File: config.mk
export PLATFORM = sky130hd
export DESIGN_NAME = mem_arbiter
export DESIGN_NICKNAME = d
export VERILOG_FILES = /design/src/rtl/mem_arbiter.sv
export SDC_FILE = /design/constraint.sdc
export NUM_CORES = 1
export LEC_CHECK = 0
export CAP_MARGIN = 20
export CORE_UTILIZATION = 40
export DETAILED_ROUTE_END_ITERATION = 16
export GPL_TIMING_DRIVEN = 1
export PLACE_DENSITY = 0.86
export SYNTH_ARGS = -nofsm -noshare
export SYNTH_HDL_FRONTEND = slang
export SYNTH_SLANG_ARGS = --single-unit
File: constraint.sdc
create_clock -name clk -period 4 [get_ports clk]
set_input_delay 1.2 -clock clk [delete_from_list [all_inputs] [get_ports clk]]
set_output_delay 1.2 -clock clk [all_outputs]
set_load 0.1 [all_outputs]
File: src/rtl/mem_arbiter.sv
// mem_arbiter
//   Shares one data memory between NCORES cores. Cores raise read/write
//   requests; the arbiter grants one core at a time in round-robin order.
//   It drives the memory port for MEMLAT cycles and then pulses done to the
//   served core together with the read data. Every other requesting core
//   sees stall so that its microsequencer holds state.
//
// Ports
//   clk, rst          clock, asynchronous active-high reset
//   req_rd/req_wr     per-core read/write request (write wins if both set)
//   req_addr          per-core address, core i at [i*AW +: AW]
//   req_wdata         per-core write data, same packing
//   done              one-cycle completion pulse to the served core
//   stall             pending request not completing this cycle
//   rdata             read data, valid while the matching done bit is high
//   mem_addr/mem_wdata/mem_rd/mem_wr   shared memory port
//   mem_rdata         memory read data, valid in the last access cycle
module mem_arbiter #(
  parameter int NCORES = 4,
  parameter int AW     = 16,
  parameter int DW     = 16,
  parameter int MEMLAT = 2
) (
  input  logic                 clk,
  input  logic                 rst,
  input  logic [NCORES-1:0]    req_rd,
  input  logic [NCORES-1:0]    req_wr,
  input  logic [NCORES*AW-1:0] req_addr,
  input  logic [NCORES*DW-1:0] req_wdata,
  output logic [NCORES-1:0]    done,
  output logic [NCORES-1:0]    stall,
  output logic [DW-1:0]        rdata,
  output logic [AW-1:0]        mem_addr,
  output logic [DW-1:0]        mem_wdata,
  output logic                 mem_rd,
  output logic                 mem_wr,
  input  logic [DW-1:0]        mem_rdata
);

  localparam int PW = (NCORES > 1) ? $clog2(NCORES) : 1;
  localparam int LW = (MEMLAT > 1) ? $clog2(MEMLAT) : 1;

  typedef enum logic [1:0] {IDLE, ACCESS, DONE} state_t;

  state_t            state, state_n;
  logic [PW-1:0]     rr_ptr, rr_ptr_n;
  logic [PW-1:0]     owner, owner_n;
  logic [LW-1:0]     lat_cnt, lat_cnt_n;
  logic [NCORES-1:0] done_n;
  logic [DW-1:0]     rdata_n;
  logic [AW-1:0]     mem_addr_n;
  logic [DW-1:0]     mem_wdata_n;
  logic              mem_rd_n, mem_wr_n;

  logic [NCORES-1:0] pending;
  logic [PW-1:0]     cand;
  logic [PW-1:0]     grant_idx;
  logic              grant_found;

  assign pending = req_rd | req_wr;
  // done is registered, so a core is released from stall exactly in its done cycle.
  assign stall   = pending & ~done;

  // First pending core at or after rr_ptr, wrapping modulo NCORES.
  always_comb begin
    grant_found = 1'b0;
    grant_idx   = '0;
    cand        = '0;
    for (int i = 0; i < NCORES; i++) begin
      cand = PW'((int'(rr_ptr) + i) % NCORES);
      if (!grant_found && pending[cand]) begin
        grant_found = 1'b1;
        grant_idx   = cand;
      end
    end
  end

  always_comb begin
    state_n     = state;
    rr_ptr_n    = rr_ptr;
    owner_n     = owner;
    lat_cnt_n   = lat_cnt;
    done_n      = '0;
    rdata_n     = rdata;
    mem_addr_n  = mem_addr;
    mem_wdata_n = mem_wdata;
    mem_rd_n    = mem_rd;
    mem_wr_n    = mem_wr;
    case (state)
      IDLE: begin
        if (grant_found) begin
          // Operation, address and data are latched here, so later changes
          // on the owner's request lines have no effect on this access.
          owner_n     = grant_idx;
          mem_addr_n  = req_addr[int'(grant_idx)*AW +: AW];
          mem_wdata_n = req_wdata[int'(grant_idx)*DW +: DW];
          mem_wr_n    = req_wr[grant_idx];
          mem_rd_n    = req_rd[grant_idx] & ~req_wr[grant_idx];
          rr_ptr_n    = PW'((int'(grant_idx) + 1) % NCORES);
          lat_cnt_n   = LW'(MEMLAT - 1);
          state_n     = ACCESS;
        end
      end
      ACCESS: begin
        if (lat_cnt == '0) begin
          if (mem_rd) rdata_n = mem_rdata;
          mem_rd_n      = 1'b0;
          mem_wr_n      = 1'b0;
          done_n[owner] = 1'b1;
          state_n       = DONE;
        end else begin
          lat_cnt_n = lat_cnt - LW'(1);
        end
      end
      DONE: begin
        // The IDLE cycle that follows re-arbitrates among fresh requests.
        state_n = IDLE;
      end
      default: state_n = IDLE;
    endcase
  end

  always_ff @(posedge clk or posedge rst) begin
    if (rst) begin
      state     <= IDLE;
      rr_ptr    <= '0;
      owner     <= '0;
      lat_cnt   <= '0;
      done      <= '0;
      rdata     <= '0;
      mem_addr  <= '0;
      mem_wdata <= '0;
      mem_rd    <= 1'b0;
      mem_wr    <= 1'b0;
    end else begin
      state     <= state_n;
      rr_ptr    <= rr_ptr_n;
      owner     <= owner_n;
      lat_cnt   <= lat_cnt_n;
      done      <= done_n;
      rdata     <= rdata_n;
      mem_addr  <= mem_addr_n;
      mem_wdata <= mem_wdata_n;
      mem_rd    <= mem_rd_n;
      mem_wr    <= mem_wr_n;
    end
  end

endmodule

==> Flow_metrics.wiki, run 1 <==
{| class="wikitable"
! Metric !! Value
|-
| Outcome || finished clean
|-
| Clock Tree Buf Depth || 2
|-
| Layout area overhead || 68.3%
|-
| Total area of multi-input combinational cells || around 0.0017 mm^2
|-
| Critical Path RT || 2.80 ns
|-
| Worst-Skew Late Latency || 0.33 ns
|-
| Boundary Pins || roughly 210
|-
| Portion of the post-synthesis area used by sequential elements || 44.7%
|-
| Mapped Cells || between 200 and 300
|-
| Final setup violating endpoints || 0
|-
| Remaining routing DRC violations || 0
|-
| First-pass GRT wire length || 16.2 mm
|-
| Net Count, Synth || 436
|-
| Combined area of all synthesized cells || 0.00341 mm^2
|-
| Worst-case setup margin in the final layout || 0.387 ns
|-
| Number of distinct standard cells referenced by the synthesized netlist || 41
|-
| Weighted congestion at the end of routability-driven global placement || 0.824
|-
| Synth Register Bits || 61
|-
| Wire length per cell || 17.4 um
|-
| Std cell rows || 33
|-
| CTS tree || done
|-
| Root Buffer || clkbuf_8
|-
| Area used by sequential logic in the layout || 0.00153 mm^2
|-
| I/O Buffers || ~210
|-
| Max-cap violation count || 0
|-
| Mapped Avg Cell Area || between 10 and 15 um^2
|-
| Effective utilization at floorplan || 41.5%
|-
| Total wirelength of the detailed-routed design || between 10 and 15 mm
|-
| Min-Delay Path Class || flip-flop to flip-flop
|-
| Maximum clock frequency || around 280 MHz
|-
| Worst-path clk slew || 0.07 ns
|-
| Setup WS pre-CTS || just under 0.4 ns
|-
| Commonest non-fill, non-tap cell in the layout || clkdlybuf4s50_1
|-
| Number of buffers inserted during clock tree synthesis || 9
|-
| Capturing element type of the critical path || primary output
|-
| Max-slew violation count || 0
|-
| Number of cells upsized or downsized after cts || 0
|-
| Share of the clock period used by the worst path || 90.3%
|-
| All-Layer GR Usage || approximately a quarter
|-
| Net total in the final layout || 645
|-
| Initial DRC Count || slightly below 90
|-
| DR pass1 iterations || 4
|-
| Placeable core area || 0.00822 mm^2
|-
| Diode insertion count for antenna repair || 0
|-
| Ratio of routed vias to standard cells || 5.28
|-
| Data arrival at the endpoint of the critical path || 2.41 ns
|-
| Final setup skew || 0.0129 ns
|-
| Post-CTS Hold Fix Bufs || 0
|-
| Initial antenna violation count || 0
|-
| Horizontal die dimension || between 90 and 100 um
|-
| Vias in the first global route || 3,385
|-
| Clock sinks || 61
|-
| Startpoint class of the critical path || input port
|-
| Count of nets left with antenna violations after detail routing || 0
|-
| Die height || 94.4 um
|-
| Startpoint of the worst hold path || owner[0]
|-
| Placed wire-length estimate after detailed placement || 7.95 mm
|-
| Total via count after detailed routing || 3,172
|-
| Largest net degree at the start of global routing || between 60 and 70
|-
| Full die area || 0.00891 mm^2
|-
| TNS Setup || 0 ns
|-
| Worst rel slew slack || 31.4%
|-
| Worst-margin pin slew || 1.03 ns
|-
| H-tree Lvls || 3
|-
| Critical-path maximum fanout || 3
|-
| Number of failing hold endpoints at the final stage || 0
|-
| Worst setup path class || input port to primary output
|-
| Total overflow reported by the global router || 0
|-
| Critical R2R Launch || rr_ptr[0]
|-
| Post-CTS Repair Setup Buffers || 0
|-
| Clock period minus worst slack || 3.61 ns
|-
| Synthesis Warnings || 0
|-
| Fraction of layout instances using a drive strength above 1 || 14.5%
|-
| Setup repair after global routing missed its margin || no
|-
| Most frequent cells in the layout || 203 x clkdlybuf4s50_1, 64 x mux2i_1, 61 x dfrtp_1, 38 x nand2_1, 17 x o221ai_2
|-
| Launching instance or port of the critical path || req_wr[3]
|-
| Layout filler cell count || 603
|}
==> per-layer routing <==
| metal | track usage, % | up-vias | part of all wire [%] |
|---|---|---|---|
| met5 | 0 | - | 0 |
| li1 | - | 1473 | - |
| met2 | 44.0 | 141 | 54 |
| met3 | 5.88 | 18 | 6.5 |
| met4 | 8.08 | 0 | 1.8 |
| met1 | 26.8 | 1540 | 38 |
==> path summary, 6_finish.rpt <==
path	to	slack, ns	depth (start not counted)
worst min register to register	done[2]	0.49	1
max in group asynchronous	mem_addr[2]	2.04	3
worst max-delay path	stall[3]	0.39	4
worst max register to register	mem_wdata[1]	1.96	6
worst min-delay path	done[2]	0.49	1
min in group asynchronous	rdata[9]	1.42	3
==> cells by family (layout without fill, tap and decap cells) <==
logic type	after synthesis	after routing	synth area share, %
AOI/OAI and AO/OA	53	53	16.7
xor gates and xnor gates	1	1	0.257
buffers and inverters	24	238	5.97
DFF	61	61	44.7
muxes	80	80	24.0
and+or+nand+nor	63	63	8.29
==> through the flow <==
step | instance area (um^2) | utilization [%] | std cells | hold slack [ns]
after global placement | 5570 | 67.8 | 585 | 0.470
after global routing | 5750 | 69.9 | 601 | 0.520
final | 5750 | 69.9 | 601 | 0.494
after detailed placement | 5570 | 67.8 | 585 | 0.470
after CTS | 5750 | 69.9 | 601 | 0.498
after floorplan | 3410 | - | 282 | 0.449
==> worst max-delay path: stages <==
cell and delay, ns:
clkdlybuf4s50_1 0.54, or2_1 0.19, nor2b_1 0.26, buf_12 0.21
==> flip-flops by register name (all words and copies together) (netlist names) <==
name,count
done,4
lat_cnt,1
mem_addr,16
mem_rd,1
mem_wdata,16
mem_wr,1
owner,2
rdata,16
rr_ptr,2
state,2
==> layout make-up <==
cell class              instances  area share [%]
flip-flops and latches         61            26.6
multi-input cells             197            29.4
inverters                       4           0.261
well taps                     105            2.29
clock buffers                  11            2.46
clock inverters                 5           0.632
repair buffers                218            38.4
==> synthesized netlist by cell type <==
master / n / area (um^2)
dfrtp_1: 61 / 1530
or2_2: 1 / 6.26
nor2b_1: 1 / 6.26
and2_1: 1 / 6.26
a21bo_1: 1 / 10.0
mux2_2: 16 / 180
nor4_4: 1 / 21.3
clkbuf_4: 1 / 7.51
a31oi_1: 2 / 12.5
a221oi_1: 1 / 8.76
nor3_1: 2 / 10.0
o21bai_1: 1 / 7.51
or2_1: 2 / 12.5
and3_1: 1 / 6.26
o311a_1: 1 / 10.0
mux2i_1: 64 / 641
nor3b_1: 1 / 7.51
o221ai_2: 17 / 255
inv_1: 4 / 15.0
a221oi_2: 1 / 15.0
nand3b_1: 1 / 7.51
buf_12: 5 / 100
clkbuf_1: 3 / 11.3
buf_8: 1 / 15.0
a311o_1: 2 / 20.0
a21oi_1: 3 / 15.0
a311oi_2: 1 / 15.0
o221ai_1: 15 / 131
buf_4: 2 / 15.0
nand2_1: 38 / 143
nand3_1: 1 / 5.00
a21o_1: 2 / 15.0
o21ba_2: 1 / 10.0
o221a_2: 1 / 11.3
o21ai_0: 2 / 10.0
o21bai_4: 1 / 18.8
xnor2_1: 1 / 8.76
o21ai_1: 1 / 5.00
buf_2: 8 / 40.0
nor2_1: 12 / 45.0
nand2b_1: 1 / 6.26
Power of run 1 is not shown: default switching activity piles up to over one toggle a cycle in this logic, so the estimate is an artifact.
==> inputs of run 2 (changes only) <==
Settings changed: CORE_UTILIZATION 40 to 35, PLACE_DENSITY 0.86 to 0.77.
==> run 2 against run 1 <==
  * Via count fell by 2.8%
  * Critical path depth unchanged
  * Non-clock buffer count unchanged
==> Flow_metrics.wiki, run 2 (synthesis gave the netlist of run 1 again) <==
{| class="wikitable"
! Metric !! Value
|-
| DR pass1 iterations || 4 (unchanged)
|-
| Wire length per cell || 16.1 um (-7.5%)
|-
| Weighted congestion at the end of routability-driven global placement || 0.778 (-5.6%)
|-
| Min-Delay Path Class || flip-flop to flip-flop
|-
| Worst rel slew slack || 31.5% (about the same)
|-
| Commonest non-fill, non-tap cell in the layout || clkdlybuf4s50_1
|-
| Capturing element type of the critical path || primary output
|-
| I/O Buffers || 211 (unchanged)
|-
| All-Layer GR Usage || 20.0% (-3.9 points)
|-
| Share of the clock period used by the worst path || 88.9% (-1.4 points)
|-
| Remaining routing DRC violations || 0 (unchanged)
|-
| Placeable core area || 0.00933 mm^2 (+14%)
|-
| Worst-Skew Late Latency || 0.33 ns (about the same)
|-
| Final setup violating endpoints || 0 (unchanged)
|-
| Post-CTS Repair Setup Buffers || 0 (unchanged)
|-
| Total via count after detailed routing || 3,084 (-2.8%)
|-
| Boundary Pins || 212 (unchanged)
|-
| H-tree Lvls || 3 (unchanged)
|-
| Root Buffer || clkbuf_8
|-
| Max-cap violation count || 0 (unchanged)
|-
| Placed wire-length estimate after detailed placement || 7.84 mm (-1.4%)
|-
| Most frequent cells in the layout || 202 x clkdlybuf4s50_1, 64 x mux2i_1, 61 x dfrtp_1, 38 x nand2_1, 17 x o221ai_2
|-
| Full die area || 0.0102 mm^2 (+14%)
|-
| Number of cells upsized or downsized after cts || 0 (unchanged)
|-
| Horizontal die dimension || 101 um (+6.8%)
|-
| Critical Path RT || 2.80 ns (about the same)
|-
| Worst-path clk slew || 0.06 ns (about the same)
|-
| TNS Setup || 0 ns (unchanged)
|-
| Clock Tree Buf Depth || 2 (unchanged)
|-
| Number of failing hold endpoints at the final stage || 0 (unchanged)
|-
| Setup repair after global routing missed its margin || no
|-
| Number of buffers inserted during clock tree synthesis || 9 (unchanged)
|-
| Count of nets left with antenna violations after detail routing || 0 (unchanged)
|-
| Final setup skew || 0.00663 ns (-0.00630 ns)
|-
| Vias in the first global route || 3,136 (-7.4%)
|-
| Total overflow reported by the global router || 0 (unchanged)
|-
| Post-CTS Hold Fix Bufs || 0 (unchanged)
|-
| Startpoint class of the critical path || input port
|-
| Outcome || finished clean
|-
| Critical-path maximum fanout || 5 (+2)
|-
| Data arrival at the endpoint of the critical path || 2.36 ns (-0.05 ns)
|-
| Fraction of layout instances using a drive strength above 1 || 14.4% (-0.11 points)
|-
| Die height || 101 um (+6.8%)
|-
| Max-slew violation count || 0 (unchanged)
|-
| Initial antenna violation count || 0 (unchanged)
|-
| Worst-margin pin slew || 1.02 ns (-0.000129 ns)
|-
| Maximum clock frequency || 281 MHz (+1.6%)
|-
| Largest registers || mem_addr: 16 flops, mem_wdata: 16 flops, rdata: 16 flops
|-
| Largest net degree at the start of global routing || 62 (unchanged)
|-
| Ratio of routed vias to standard cells || 4.96 (-6.1%)
|-
| Effective utilization at floorplan || 36.6% (-4.9 points)
|-
| Worst setup path class || input port to primary output
|-
| Clock period minus worst slack || 3.56 ns (-0.0553 ns)
|-
| First-pass GRT wire length || 15.5 mm (-4.3%)
|-
| Std cell rows || 35 (+6.1%)
|-
| Net total in the final layout || 645 (unchanged)
|-
| Layout area overhead || 70.5%
|-
| Clock sinks || 61 (unchanged)
|-
| CTS tree || done
|-
| Diode insertion count for antenna repair || 0 (unchanged)
|-
| Initial DRC Count || 85 (-4.5%)
|-
| Total wirelength of the detailed-routed design || 10.0 mm (-4.2%)
|}
==> run 2: cell types whose count changed in the layout (fill, tap and decap cells not counted), sizes merged <==
cell	previous run	this run
clkinvlp	3	0
buf	15	16
bufinv	0	1
clkdlybuf4s50	203	202
clkinv	2	1
==> run 2: layout make-up <==
type / instances / area [um^2]
Clock buffer: 11 / 151
Clock inverter: 2 / 35.0
Fill cell: 776 / 3510
Inverter: 4 / 15.0
Multi-Input combinational cell: 197 / 1690
Sequential cell: 61 / 1530
Tap cell: 129 / 161
Timing Repair Buffer: 218 / 2240
==> run 2: through the flow <==
| step | area (um^2) | instances | util (%) | hold slack (ns) | setup slack, ns |
|---|---|---|---|---|---|
| 2_1_floorplan | 3410 | 282 | - | 0.449 | 0.130 |
| 3_3_place_gp | 5630 | 609 | 60.4 | 0.469 | 0.462 |
| 3_5_place_dp | 5630 | 609 | 60.4 | 0.474 | 0.441 |
| 4_1_cts | 5820 | 622 | 62.4 | 0.487 | 0.437 |
| 5_1_grt | 5820 | 622 | 62.4 | 0.516 | 0.344 |
| 6_report | 5820 | 622 | 62.4 | 0.483 | 0.442 |
==> run 2: worst paths after layout <==
kind	from	endpoint	slack [ns]	cells past startpoint
worst max-delay path	req_wr[0]	stall[0]	0.44	4
worst min-delay path	mem_addr[6]	mem_addr[6]	0.48	2
worst max register to register	state[0]	mem_rd	1.91	4
worst min register to register	mem_addr[6]	mem_addr[6]	0.48	2
max in group asynchronous	rst	mem_wdata[7]	2.48	3
min in group asynchronous	rst	rdata[0]	1.24	3
==> run 2: per-layer routing <==
metal	vias to the layer above	part of all wire, %	track usage, %
li1	1474	-	-
met2	139	51	34.1
met4	0	1.8	7.92
met3	16	7.1	4.85
met5	-	0	0
met1	1455	40	24.2
==> run 2: critical path, cell delays in order <==
cell and delay [ns]:
clkdlybuf4s50_1 0.49, nor2_1 0.34, nor2_1 0.14, buf_12 0.19
Power of run 2 is left out for the same reason.
==> inputs of run 3 (changes only) <==
Settings changed: CORE_MARGIN set to 10, CORE_UTILIZATION 35 to 34, PLACE_DENSITY 0.77 to 0.78.
Clock period 4 ns to 3.22 ns, I/O delays scaled along.
==> run 3 against run 2 <==
  * Clock-buffer cell count decreased by 2
  * Critical path depth unchanged
  * Cell area increased by 0.17%
  * Sequential cell count unchanged
==> Flow_metrics.wiki, run 3 (synthesis gave the netlist of run 1 again) <==
{| class="wikitable"
! Metric !! Value
|-
| Startpoint class of the critical path || input port
|-
| Die height || 120 um (+19%)
|-
| Placeable core area || 0.00977 mm^2 (+4.8%)
|-
| Boundary Pins || 212 (unchanged)
|-
| Worst-Skew Late Latency || 0.34 ns (about the same)
|-
| Setup repair after global routing missed its margin || no
|-
| Clock period minus worst slack || 3.10 ns
|-
| Wire length per cell || 19.3 um (+20%)
|-
| Share of the clock period used by the worst path || 96.3%
|-
| Final setup violating endpoints || 0 (unchanged)
|-
| Max VDD drop || 0.000579 V
|-
| Static leakage power || 2.61 nW
|-
| Launching instance or port of the critical path || req_wr[2]
|-
| Areal power density over the cells || 1280 mW/mm^2
|-
| Cell breakdown of the critical path || clkdlybuf4s50_1 > nor2_1 > nor2_2 > buf_12
|-
| Max-slew violation count || 0 (unchanged)
|-
| Largest stage delay, worst path || 0.46 ns (-0.03 ns)
|-
| Horizontal die dimension || 120 um (+19%)
|-
| End of the critical path || stall[2]
|-
| Number of gates on the worst path with buffers counted || 4 (unchanged)
|-
| Worst setup path class || input port to primary output
|-
| Destination of the worst register-to-register timing path || rdata[11]
|-
| First-pass GRT wire length || 19.3 mm (+25%)
|-
| Root Buffer || clkbuf_8
|-
| Total via count after detailed routing || 3,177 (+3.0%)
|-
| Number of buffers inserted during clock tree synthesis || 9 (unchanged)
|-
| Count of nets left with antenna violations after detail routing || 0 (unchanged)
|-
| Crit path max-delay cell type || clkdlybuf4s50_1
|-
| Diode insertion count for antenna repair || 0 (unchanged)
|-
| R2R cell count || 5 (+1)
|-
| Commonest non-fill, non-tap cell in the layout || clkdlybuf4s50_1
|-
| Effective utilization at floorplan || 34.9% (-1.7 points)
|-
| Maximum clock frequency || 322 MHz
|-
| Critical-path maximum fanout || 6 (+1)
|-
| Max-cap violation count || 0 (unchanged)
|-
| Critical Path RT || 2.25 ns (-0.55 ns)
|-
| R2r setup slk || 1.24 ns (-0.67 ns)
|-
| Std cell rows || 36 (+2.9%)
|-
| Initial antenna violation count || 0 (unchanged)
|-
| Final setup skew || 0.0157 ns (+0.00910 ns)
|-
| Layout area overhead || 70.8%
|-
| Fraction of layout instances using a drive strength above 1 || 26.5% (+12 points)
|-
| Clock sinks || 61 (unchanged)
|-
| Capturing element type of the critical path || primary output
|-
| Outcome || finished clean
|-
| Weighted congestion at the end of routability-driven global placement || 0.849 (+9.2%)
|-
| Min-Delay Path Class || flip-flop to flip-flop
|-
| Number of cells upsized or downsized after cts || 0 (unchanged)
|-
| Ratio of routed vias to standard cells || 5.00 (+0.91%)
|-
| Most frequent cells in the layout || 153 x clkdlybuf4s50_1, 64 x mux2i_1, 62 x buf_4, 61 x dfrtp_1, 38 x nand2_1
|-
| Data arrival at the endpoint of the critical path || 2.14 ns (-0.22 ns)
|-
| Total wirelength of the detailed-routed design || 12.3 mm (+22%)
|-
| Post-CTS Repair Setup Buffers || 0 (unchanged)
|-
| Worst-margin pin slew || 0.725 ns (-0.299 ns)
|-
| Critical R2R Launch || state[1]
|-
| Post-CTS Hold Fix Bufs || 0 (unchanged)
|-
| All-Layer GR Usage || 16.7% (-3.2 points)
|-
| H-tree Lvls || 3 (unchanged)
|-
| Largest net degree at the start of global routing || 62 (unchanged)
|-
| Vias in the first global route || 3,596 (+15%)
|-
| Buf/Inv on CP || 2 (unchanged)
|-
| I/O Buffers || 211 (unchanged)
|-
| Number of failing hold endpoints at the final stage || 0 (unchanged)
|-
| TNS Setup || 0 ns (unchanged)
|-
| Largest registers || mem_addr: 16 flops, mem_wdata: 16 flops, rdata: 16 flops
|-
| Full die area || 0.0144 mm^2 (+42%)
|-
| Clock Tree Buf Depth || 2 (unchanged)
|-
| Initial DRC Count || 126 (+48%)
|-
| Worst rel slew slack || 51.6% (+20 points)
|-
| Net total in the final layout || 651 (+0.93%)
|-
| Cell class contributing the biggest share of worst-path delay || buffers and inverters
|-
| CTS tree || done
|-
| Remaining routing DRC violations || 0 (unchanged)
|-
| Total overflow reported by the global router || 0 (unchanged)
|-
| Placed wire-length estimate after detailed placement || 9.85 mm (+26%)
|-
| Worst-path clk slew || 0.08 ns (+0.02 ns)
|-
| DR pass1 iterations || 4 (unchanged)
|-
| Pwr Total || 7.46 mW
|}
[run 3: changes by cell type in the layout (fill, tap and decap cells not counted), moves of 3 or more]
cell / delta
buf_4: +54
clkdlybuf4s50_1: -49
nor2_1: -3
nor2_2: +3
[run 3: worst reg2reg max path: stages (launching register included)]
cell,delay (ns)
dfrtp_1,0.41
inv_1,0.08
nand3b_1,0.17
inv_1,0.16
and2_1,0.61
mux2_2,0.42
[run 3: worst min path at each step]
stage                         to  slack, ns  cells after the start          from
global placement     mem_addr[9]       0.47                      2   mem_addr[9]
global route            state[0]       0.50                      1      state[1]
finish                  state[0]       0.49                      1      state[1]
detailed placement  mem_wdata[3]       0.48                      2  mem_wdata[3]
CTS                     state[0]       0.48                      1      state[1]
floorplan                done[2]       0.45                      1      owner[0]
[run 3: layer usage]
layer,wire (um),GRT usage [%]
met5,0,0
met4,160,4.98
met3,855,5.40
met2,6580,30.8
met1,4670,17.9
[run 3: power breakdown]
group	switching (mW)	leakage [nW]	total, mW	internal, mW
Combinational	3.67	1.75	5.22	1.55
Clock	0.335	0.116	0.853	0.518
Sequential	0.234	0.749	1.38	1.15
[run 3: cell type report]
| type | count | area (um^2) |
|---|---|---|
| clock buffer | 9 | 124 |
| clock inverter | 7 | 123 |
| fill | 816 | 3950 |
| inverter | 4 | 15.0 |
| multi-input combinational | 197 | 1700 |
| sequential | 61 | 1530 |
| tap | 133 | 166 |
| timing repair buffer | 224 | 2180 |
[run 3: per-stage QoR]
stage | util (%) | area [um^2] | worst slack [ns] | hold slack, ns | std cells
floorplan | - | 3420 | 0.343 | 0.449 | 282
global placement | 57.1 | 5580 | 0.152 | 0.469 | 619
detailed placement | 57.1 | 5580 | 0.121 | 0.479 | 619
CTS | 59.6 | 5830 | 0.136 | 0.484 | 635
global route | 59.6 | 5830 | 0.0623 | 0.503 | 635
finish | 59.6 | 5830 | 0.119 | 0.487 | 635
Note: power is estimated with default switching activity, not from simulation.
